## config.mk

```make
export PLATFORM = sky130hd
export DESIGN_NAME = branch_predictor
export DESIGN_NICKNAME = d
export VERILOG_FILES = /design/src/rtl/bp_pkg.sv /design/src/rtl/bp_sat_ctr.sv /design/src/rtl/branch_predictor.sv
export SDC_FILE = /design/constraint.sdc
export NUM_CORES = 2
export LEC_CHECK = 0
export CORE_MARGIN = 8
export CORE_UTILIZATION = 40
export DETAILED_ROUTE_END_ITERATION = 7
export GPL_TIMING_DRIVEN = 0
export PLACE_DENSITY = 0.65
export SYNTH_ARGS = -nofsm -noshare
export SYNTH_HDL_FRONTEND = slang
export SYNTH_HIERARCHICAL = 1
export SYNTH_SLANG_ARGS = --single-unit
```

## constraint.sdc

```tcl
create_clock -name clk -period 10.4 [get_ports clk]
set_input_delay 2.08 -clock clk [delete_from_list [all_inputs] [get_ports clk]]
set_output_delay 2.08 -clock clk [all_outputs]
set_load 0.05 [all_outputs]
```

## src/rtl/bp_pkg.sv

```systemverilog
// +----------------------------------------------------------------------------+
// | bp_pkg                                                                     |
// | Shared types, field extraction and counter constants for branch_predictor. |
// | Rev 1.0                                                                    |
// +----------------------------------------------------------------------------+
`default_nettype none

package bp_pkg;

  // Fields are sized for the widest legal configuration; the top uses low bits.
  localparam int c_BP_TAG_MAX = 30;
  localparam int c_BP_CTR_MAX = 4;

  typedef struct packed {
    logic                    valid;
    logic [c_BP_TAG_MAX-1:0] tag;
    logic [30:0]             target;
    logic [c_BP_CTR_MAX-1:0] ctr;
  } bp_entry_t;

  function automatic logic [31:0] bp_idx(input logic [31:0] pc, input int idx_w);
    logic [31:0] mask;
    mask = (32'd1 << idx_w) - 32'd1;
    return (pc >> 1) & mask;
  endfunction

  function automatic logic [c_BP_TAG_MAX-1:0] bp_tag(input logic [31:0] pc,
                                                     input int idx_w, input int tag_w);
    logic [31:0] mask;
    logic [31:0] sh;
    mask = (32'd1 << tag_w) - 32'd1;
    sh   = pc >> (idx_w + 1);
    return c_BP_TAG_MAX'(sh & mask);
  endfunction

  function automatic logic [c_BP_CTR_MAX-1:0] bp_ctr_wnt(input int ctr_w);
    return c_BP_CTR_MAX'((1 << (ctr_w - 1)) - 1);
  endfunction

  function automatic logic [c_BP_CTR_MAX-1:0] bp_ctr_wt(input int ctr_w);
    return c_BP_CTR_MAX'(1 << (ctr_w - 1));
  endfunction

  function automatic logic [c_BP_CTR_MAX-1:0] bp_ctr_max(input int ctr_w);
    return c_BP_CTR_MAX'((1 << ctr_w) - 1);
  endfunction

endpackage

`default_nettype wire

```

## src/rtl/bp_sat_ctr.sv

```systemverilog
// +----------------------------------------------------------------------------+
// | bp_sat_ctr                                                                 |
// | Saturating up/down counter next-state function, clamped at 0 and all-ones.|
// | Rev 1.0                                                                    |
// +----------------------------------------------------------------------------+
`default_nettype none

module bp_sat_ctr #(
  parameter int W = 2
) (
  input  logic [W-1:0] cur,
  input  logic         inc,
  input  logic         dec,
  output logic [W-1:0] nxt
);

  always_comb begin
    nxt = cur;
    if (inc && !dec && (cur != {W{1'b1}})) begin
      nxt = cur + W'(1);
    end else if (dec && !inc && (cur != '0)) begin
      nxt = cur - W'(1);
    end
  end

endmodule

`default_nettype wire

```

## src/rtl/branch_predictor.sv

```systemverilog
// +----------------------------------------------------------------------------+
// | branch_predictor                                                           |
// | Direct-mapped tagged BTB with saturating-counter direction prediction.     |
// | Optional gshare counter table selected by macro BP_GSHARE_EN.              |
// | Rev 1.0                                                                    |
// +----------------------------------------------------------------------------+
`default_nettype none

module branch_predictor
  import bp_pkg::*;
#(
  parameter int ENTRIES = 16,
  parameter int CTR_W   = 2,
  parameter int TAG_W   = 8,
  parameter int GHR_W   = 4
) (
  input  logic        clk,
  input  logic        rst_n,
  input  logic [31:0] lk_pc,
  output logic        pred_hit,
  output logic        pred_taken,
  output logic [31:0] pred_target,
  input  logic        upd_valid,
  input  logic [31:0] upd_pc,
  input  logic        upd_is_branch,
  input  logic        upd_taken,
  input  logic [31:0] upd_target,
  input  logic        upd_mispredict,
  input  logic        flush_all,
  output logic [31:0] cnt_hit,
  output logic [31:0] cnt_mispredict
);

  localparam int IDX_W = $clog2(ENTRIES);

  localparam logic [CTR_W-1:0] c_WNT = CTR_W'(bp_ctr_wnt(CTR_W));
  localparam logic [CTR_W-1:0] c_WT  = CTR_W'(bp_ctr_wt(CTR_W));
  localparam logic [CTR_W-1:0] c_MAX = CTR_W'(bp_ctr_max(CTR_W));

  bp_entry_t r_tbl [ENTRIES];

  logic [IDX_W-1:0]        w_lk_idx;
  logic [IDX_W-1:0]        w_upd_idx;
  logic [c_BP_TAG_MAX-1:0] w_lk_tag;
  logic [c_BP_TAG_MAX-1:0] w_upd_tag;
  bp_entry_t               w_lk_ent;
  bp_entry_t               w_upd_ent;
  logic                    w_upd_hit;
  logic [CTR_W-1:0]        w_lk_ctr;
  logic [CTR_W-1:0]        w_upd_ctr;
  logic [CTR_W-1:0]        w_upd_ctr_nxt;
  logic                    w_unused_tgt0;

  assign w_unused_tgt0 = upd_target[0];

  assign w_lk_idx  = IDX_W'(bp_idx(lk_pc, IDX_W));
  assign w_upd_idx = IDX_W'(bp_idx(upd_pc, IDX_W));
  assign w_lk_tag  = bp_tag(lk_pc, IDX_W, TAG_W);
  assign w_upd_tag = bp_tag(upd_pc, IDX_W, TAG_W);
  assign w_lk_ent  = r_tbl[w_lk_idx];
  assign w_upd_ent = r_tbl[w_upd_idx];
  assign w_upd_hit = w_upd_ent.valid && (w_upd_ent.tag == w_upd_tag);

  assign pred_hit    = w_lk_ent.valid && (w_lk_ent.tag == w_lk_tag);
  assign pred_taken  = pred_hit & w_lk_ctr[CTR_W-1];
  assign pred_target = pred_hit ? {w_lk_ent.target, 1'b0} : 32'd0;

`ifdef BP_GSHARE_EN
  // Direction counters are indexed by PC xor history; the BTB stays PC-indexed.
  logic [CTR_W-1:0] r_pht [ENTRIES];
  logic [GHR_W-1:0] r_ghr;
  logic [IDX_W-1:0] w_lk_gidx;
  logic [IDX_W-1:0] w_upd_gidx;

  assign w_lk_gidx  = w_lk_idx ^ IDX_W'(r_ghr);
  assign w_upd_gidx = w_upd_idx ^ IDX_W'(r_ghr);
  assign w_lk_ctr   = r_pht[w_lk_gidx];
  assign w_upd_ctr  = r_pht[w_upd_gidx];

  always_ff @(posedge clk or negedge rst_n) begin
    if (!rst_n) begin
      for (int i = 0; i < ENTRIES; i++) begin
        r_pht[i] <= c_WNT;
      end
      r_ghr <= '0;
    end else if (flush_all) begin
      r_ghr <= '0;
    end else if (upd_valid) begin
      if (upd_is_branch) begin
        r_pht[w_upd_gidx] <= w_upd_ctr_nxt;
        r_ghr             <= GHR_W'({r_ghr, upd_taken});
      end else begin
        r_pht[w_upd_gidx] <= c_MAX;
      end
    end
  end
`else
  assign w_lk_ctr  = w_lk_ent.ctr[CTR_W-1:0];
  assign w_upd_ctr = w_upd_ent.ctr[CTR_W-1:0];
`endif

  bp_sat_ctr #(.W(CTR_W)) u_train_ctr (
    .cur (w_upd_ctr),
    .inc (upd_taken),
    .dec (!upd_taken),
    .nxt (w_upd_ctr_nxt)
  );

  // Flush only drops valid bits; stored counters and targets survive it.
  always_ff @(posedge clk or negedge rst_n) begin
    if (!rst_n) begin
      for (int i = 0; i < ENTRIES; i++) begin
        r_tbl[i] <= '{valid: 1'b0, tag: '0, target: '0, ctr: c_BP_CTR_MAX'(c_WNT)};
      end
    end else if (flush_all) begin
      for (int i = 0; i < ENTRIES; i++) begin
        r_tbl[i].valid <= 1'b0;
      end
    end else if (upd_valid) begin
      if (!upd_is_branch) begin
        r_tbl[w_upd_idx] <= '{valid: 1'b1, tag: w_upd_tag, target: upd_target[31:1],
                              ctr: c_BP_CTR_MAX'(c_MAX)};
      end else if (w_upd_hit) begin
`ifndef BP_GSHARE_EN
        r_tbl[w_upd_idx].ctr <= c_BP_CTR_MAX'(w_upd_ctr_nxt);
`endif
        if (upd_taken) begin
          r_tbl[w_upd_idx].target <= upd_target[31:1];
        end
      end else if (upd_taken) begin
        r_tbl[w_upd_idx] <= '{valid: 1'b1, tag: w_upd_tag, target: upd_target[31:1],
                              ctr: c_BP_CTR_MAX'(c_WT)};
      end
    end
  end

  logic [31:0] r_cnt_hit;
  logic [31:0] r_cnt_mis;
  logic [31:0] w_cnt_hit_nxt;
  logic [31:0] w_cnt_mis_nxt;

  bp_sat_ctr #(.W(32)) u_cnt_hit (
    .cur (r_cnt_hit),
    .inc (pred_hit),
    .dec (1'b0),
    .nxt (w_cnt_hit_nxt)
  );

  bp_sat_ctr #(.W(32)) u_cnt_mis (
    .cur (r_cnt_mis),
    .inc (upd_valid & upd_mispredict),
    .dec (1'b0),
    .nxt (w_cnt_mis_nxt)
  );

  always_ff @(posedge clk or negedge rst_n) begin
    if (!rst_n) begin
      r_cnt_hit <= '0;
      r_cnt_mis <= '0;
    end else begin
      r_cnt_hit <= w_cnt_hit_nxt;
      r_cnt_mis <= w_cnt_mis_nxt;
    end
  end

  assign cnt_hit        = r_cnt_hit;
  assign cnt_mispredict = r_cnt_mis;

endmodule

`default_nettype wire

```

; ---- Word level (Yosys, flattened, before mapping)
; Cells that the tools add are included.
[totals]
elab_cells = 137
ff_bits = 1120
[op_classes]
reduce_logical = 12
order_cmp = 3
addsub = 4
mux = 40
bitwise_logic = 5
n_eq_ne = 7
[op_table]
columns = op, count
row1 = $mux W1056, 5
row2 = $bwmux W1056, 4
row3 = $demux W66 S4, 3
row4 = $bmux W66 S4, 2
row5 = $mux W66, 5
row6 = $add A32 B1 Y32 const B, 2
row7 = $ne A32 B32 Y1 const B, 2
row8 = $eq A30 B8 Y1, 2
row9 = $mux W35, 1
row10 = $mux W32, 1
row11 = $mux W1, 16
row12 = $ge A5 B5 Y1 const B, 2
row13 = $not A4 Y5, 2
row14 = $logic_and A1 B1 Y1, 7
row15 = $lt A5 B1 Y1 const B, 1
row16 = $mux W2, 2
row17 = $mux W4, 1
row18 = $ne A4 B1 Y1 const B, 1
row19 = $reduce_bool A2 Y1, 2
row20 = $ne A3 B1 Y1 const B, 1
row21 = $reduce_and A3 Y1, 1
row22 = $add A2 B1 Y2 const B, 1
row23 = $and A1 B1 Y1, 2
row24 = $ne A2 B2 Y1 const B, 1
row25 = 4 further kinds, 4

; ---- Longest topological paths before layout
[depth]
depth_word = 15
depth_mapped = 18
ltp_nobuf = 15

; ---- Hierarchy
; The synthesis kept the hierarchy.
[by_module_without_submodules]
columns = mod, seq_area_each_um2, cells_each, instances, area_each_um2
row1 = branch_predictor, 27246.1, 3214, 1, 47708.3
row2 = bp_sat_ctr at u_cnt_hit ..., 0.0, 202, 2, 1300.0
row3 = bp_sat_ctr at u_train_ctr, 0.0, 14, 1, 97.6

; ---- Worst setup path before layout
; Ideal clock, no wire load.
[synth_path]
path_kind = input to output
startpoint = in lk_pc[1]
endpoint = out pred_target[10]
stages = 9
t_arrival_ps = 5354
slack_ps = 2966
path_cell_list = buf_2 > buf_2 > mux4_2 > mux4_2 > xnor2_1 > nand4_1 > or4_1 > clkbuf_1 > nor2b_1
[synth_between]
elab_chain_cells = 7
[synth_rtl]
columns = item, line_no
row1 = "start, declared", branch_predictor.sv:19  ; input logic [31:0] lk_pc,
row2 = $not A4 Y5 (not written as such) *, branch_predictor.sv:60  ; assign w_lk_ent = r_tbl[w_lk_idx];
row3 = $bmux W66 S4 *, branch_predictor.sv:60
row4 = $mux W66 (not written as such) * (2 in series), branch_predictor.sv:60
row5 = $eq A30 B8 Y1, branch_predictor.sv:64  ; assign pred_hit = w_lk_ent.valid && (w_lk_ent.tag == w_lk_tag);
row6 = $logic_and A1 B1 Y1, branch_predictor.sv:64
row7 = $mux W32 *, branch_predictor.sv:66  ; assign pred_target = pred_hit ? {w_lk_ent.target, 1'b0} : 32'd0;
row8 = "end, declared", branch_predictor.sv:22  ; output logic [31:0] pred_target,
; Every way passes the cells marked *; elsewhere a longest branch is shown, timed or not. The select of a mux whose other input is x is not followed.

; ---- Final worst setup path
[layout_path]
startpoint = in lk_pc[2]
endpoint = out pred_target[9]
; The elaborated chain is that of the path after synthesis.

==> results.sh <==
export IMPL_synth_area_top_cells="dfrtp_1, mux2_2, mux4_2, and2_1, mux2_4"
export IMPL_clock_skew_final_ns=0.0726
export IMPL_hold_viol_final=0
export IMPL_cts_resized=0
export IMPL_die_x_um=371
export IMPL_clk_latency_ns=0.75
export IMPL_async_flop_share_pct=100
export IMPL_grt_max_degree=174
export IMPL_yosysUniqueCellTypes=82
export IMPL_maxCapViolCount=0
export IMPL_h_tree_depth=3
export IMPL_cp_data_required_time_ns=8.32
export IMPL_met1_usage_pct=28.3
export IMPL_drc=0
export IMPL_outcome="finished, final reports clean"
export IMPL_grt_overflow=0
export IMPL_cts_buffer_depth=3
export IMPL_ys_warn_count=6
export IMPL_synth_edf_count=0
export IMPL_drt_wl_total_um=142000
export IMPL_synth_top_cell_area_share_pct=53.2
export IMPL_post_place_ws_ns=0.358
export IMPL_cts_root_buf="clkbuf_16"
export IMPL_p_leak_uw=0.0264
export IMPL_met3_usage_pct=4.85
export IMPL_start_kind="input pin"
export IMPL_drive_above_1_share_pct=30.0
export IMPL_period_share_pct=97.0
export IMPL_nets=4025
export IMPL_drt_iter0_markers=2849
export IMPL_fin_ws_ns=0.313
export IMPL_min_period_ns=10.09
export IMPL_place_congestion=0.949
export IMPL_cts_sinks=1088
export IMPL_initial_core_util_pct=40.2
export IMPL_ir_worst_vdd_mv=0.164
export IMPL_fin_hold_ws_ns=0.480
export IMPL_postRouteAntennaNets=0
export IMPL_cts_hold_buf=0
export IMPL_cp_max_fo=10
export IMPL_rows=130
export IMPL_setup_viol=0
export IMPL_critPathMostFrequentCell="clkbuf_1"
export IMPL_synth_seq_area_share_pct=54.1
export IMPL_grt_pass1_vias=33100
export IMPL_routed_via_density=5.70
export IMPL_power_density_mw_per_mm2=192
export IMPL_ys_seq_elements=1088
export IMPL_postCtsSetupBuffers=0
export IMPL_tightest_slew_ns=1.41
export IMPL_cts_tree="built"
export IMPL_drt_pass1_iterations=6
export IMPL_synth_area_mm2=0.0504
export IMPL_use_met2_pct=31.6
export IMPL_grt_busiest_layer="met2"
export IMPL_portBuffers=150
export IMPL_area_growth_syn_to_layout_pct=15.4
export IMPL_rsz0062_at_grt="false"
export IMPL_cp_end_kind="primary output"
export IMPL_maxSlewHeadroom_pct=5.83
export IMPL_critical_path_max_stage_delay_ns=0.97
export IMPL_synth_flop_cell="dfrtp_1"
export IMPL_grtUsageTotal_pct=20.4
export IMPL_path_cells="clkbuf_1 -> clkbuf_1 -> buf_1 -> mux4_2 -> xnor2_1 -> nand3_1 -> or4_1 -> clkbuf_1 -> nor2b_1 -> clkdlybuf4s50_1"
export IMPL_cts_buffers=114
export IMPL_die_area_mm2=0.138
export IMPL_holdCritPathClass="flop to flop"
export IMPL_clock_fmax_ghz=0.0991
export IMPL_tns_ns=0
export IMPL_crit_type="input pin to primary output"
export IMPL_n_fill_cell=11000
export IMPL_syn_area_per_cell_um2=13.9
export IMPL_die_h_um=371
export IMPL_arrival_ns=8.01
export IMPL_fin_total_pwr_uw=11200
export IMPL_avgRoutedWirePerCell_um=25.1
export IMPL_grt_pass1_wl_um=214000
export IMPL_cpMaxStageDelayCell="buf_1"
export IMPL_report_final_slew_viol_count=0
export IMPL_core_mm2=0.125
export IMPL_dp_hpwl_um=97100
export IMPL_netlist_instances=3632
export IMPL_io_pin_count=201
export IMPL_grt_antenna_before_repair=6
export IMPL_clk_transition_reported_paths_ns=0.06
export IMPL_synth_top_area_cell="dfrtp_1"
export IMPL_vias=32300
-- per-layer routing --
layer / part of all wire (%) / wire length, µm
met1: 43 / 61300
met2: 46 / 64700
met3: 7.6 / 10800
met4: 3.5 / 5000
met5: 0.039 / 55
-- cells in the final DEF, fill, tap and decap left out, drive strengths merged, types with 8 or more instances in the layout --
cell type / n
dfstp: 16
or3: 13
nand4: 48
nor2: 100
nor3: 88
clkbuf: 337
bufinv: 11
a21oi: 43
o22ai: 16
mux2: 652
mux2i: 49
o32ai: 9
o21ai: 36
or4: 15
nor4: 89
a31oi: 27
inv: 61
and3: 15
xnor2: 69
nand3: 54
nor4b: 11
a22oi: 14
dfrtp: 1072
xor2: 9
nand2: 77
nor2b: 154
and2: 253
clkinv: 27
a32oi: 8
nand2b: 15
buf: 111
mux4: 245
ha: 8
a211oi: 9
clkdlybuf4s50: 149
conb: 9
-- flip-flops by register name, indices dropped and copies added, names as in the netlist --
name	flops
cnt_mispredict	32
r_tbl	1024
cnt_hit	32
-- through the flow --
stage | area [µm²] | cells | util [%]
finish | 58200 | 5662 | 46.4
floorplan | 50400 | 3640 | -
detailed placement | 54200 | 5447 | 43.2
CTS | 58200 | 5658 | 46.4
global route | 58200 | 5660 | 46.4
global placement | 54000 | 5440 | 43.1
-- critical path, delay by kind of cell --
| family | cells | cell delay, ns |
|---|---|---|
| xor gates and xnor gates | 1 | 0.28 |
| and+or+nand+nor | 3 | 1.46 |
| muxes | 1 | 0.62 |
| buffers and inverters | 5 | 3.53 |
-- cells by family (layout without fill, tap and decap cells) --
logic type	Yosys count	count (layout)	synth area share, %
AOI/OAI and AO/OA	230	230	3.25
xor gates and xnor gates	78	78	1.36
adders and majority gates	8	8	0.199
buffers and inverters	329	698	2.88
DFF	1088	1088	54.1
muxes	946	946	27.1
other	1	12	0.00744
and+or+nand+nor	952	952	11.2
-- final timing paths --
kind                       startpoint  cells past startpoint  slack [ns]              to
max                          lk_pc[2]                     10        0.31  pred_target[9]
min                        r_tbl[713]                      1        0.48      r_tbl[713]
max reg2reg                r_tbl[385]                     14        4.48     cnt_hit[31]
min reg2reg                r_tbl[713]                      1        0.48      r_tbl[713]
max in group asynchronous       rst_n                      5        6.50      r_tbl[517]
min in group asynchronous       rst_n                      1        1.21      r_tbl[560]
-- cell type report --
class	instances	area, µm²	area share, %
diodes	3	7.51	0.0129
plain buffers	267	1220	2.09
clock buffers	172	3350	5.76
clock inverters	39	588	1.01
inverters	62	233	0.400
multi-input cells	2223	21700	37.4
flip-flops and latches	1088	27200	46.8
well taps	1650	2060	3.55
repair buffers	158	1730	2.97
-- cell usage after synthesis (13+ instances only) --
master	instances
clkbuf_1	165
nor2_1	99
mux2_4	79
dfstp_2	16
nor3_1	86
buf_2	38
o22ai_1	16
mux4_2	245
and3_1	13
or3_1	13
mux2i_1	49
buf_6	17
nand4_1	48
and2_1	253
nand2b_1	15
a22oi_1	14
nand3_1	42
dfrtp_1	1072
xnor2_1	69
nor2b_1	154
a31oi_1	27
mux2_2	573
buf_1	38
o21ai_0	30
nor4_1	87
nand2_1	77
inv_1	59
or4_1	13
a21oi_1	43
-- power by group --
part | internal (µW) | switching, µW
Sequential | 4740 | 313
Clock | 2500 | 1740
Combinational | 944 | 960
Total | 8180 | 3010
Note: power is estimated with default switching activity, not from simulation.
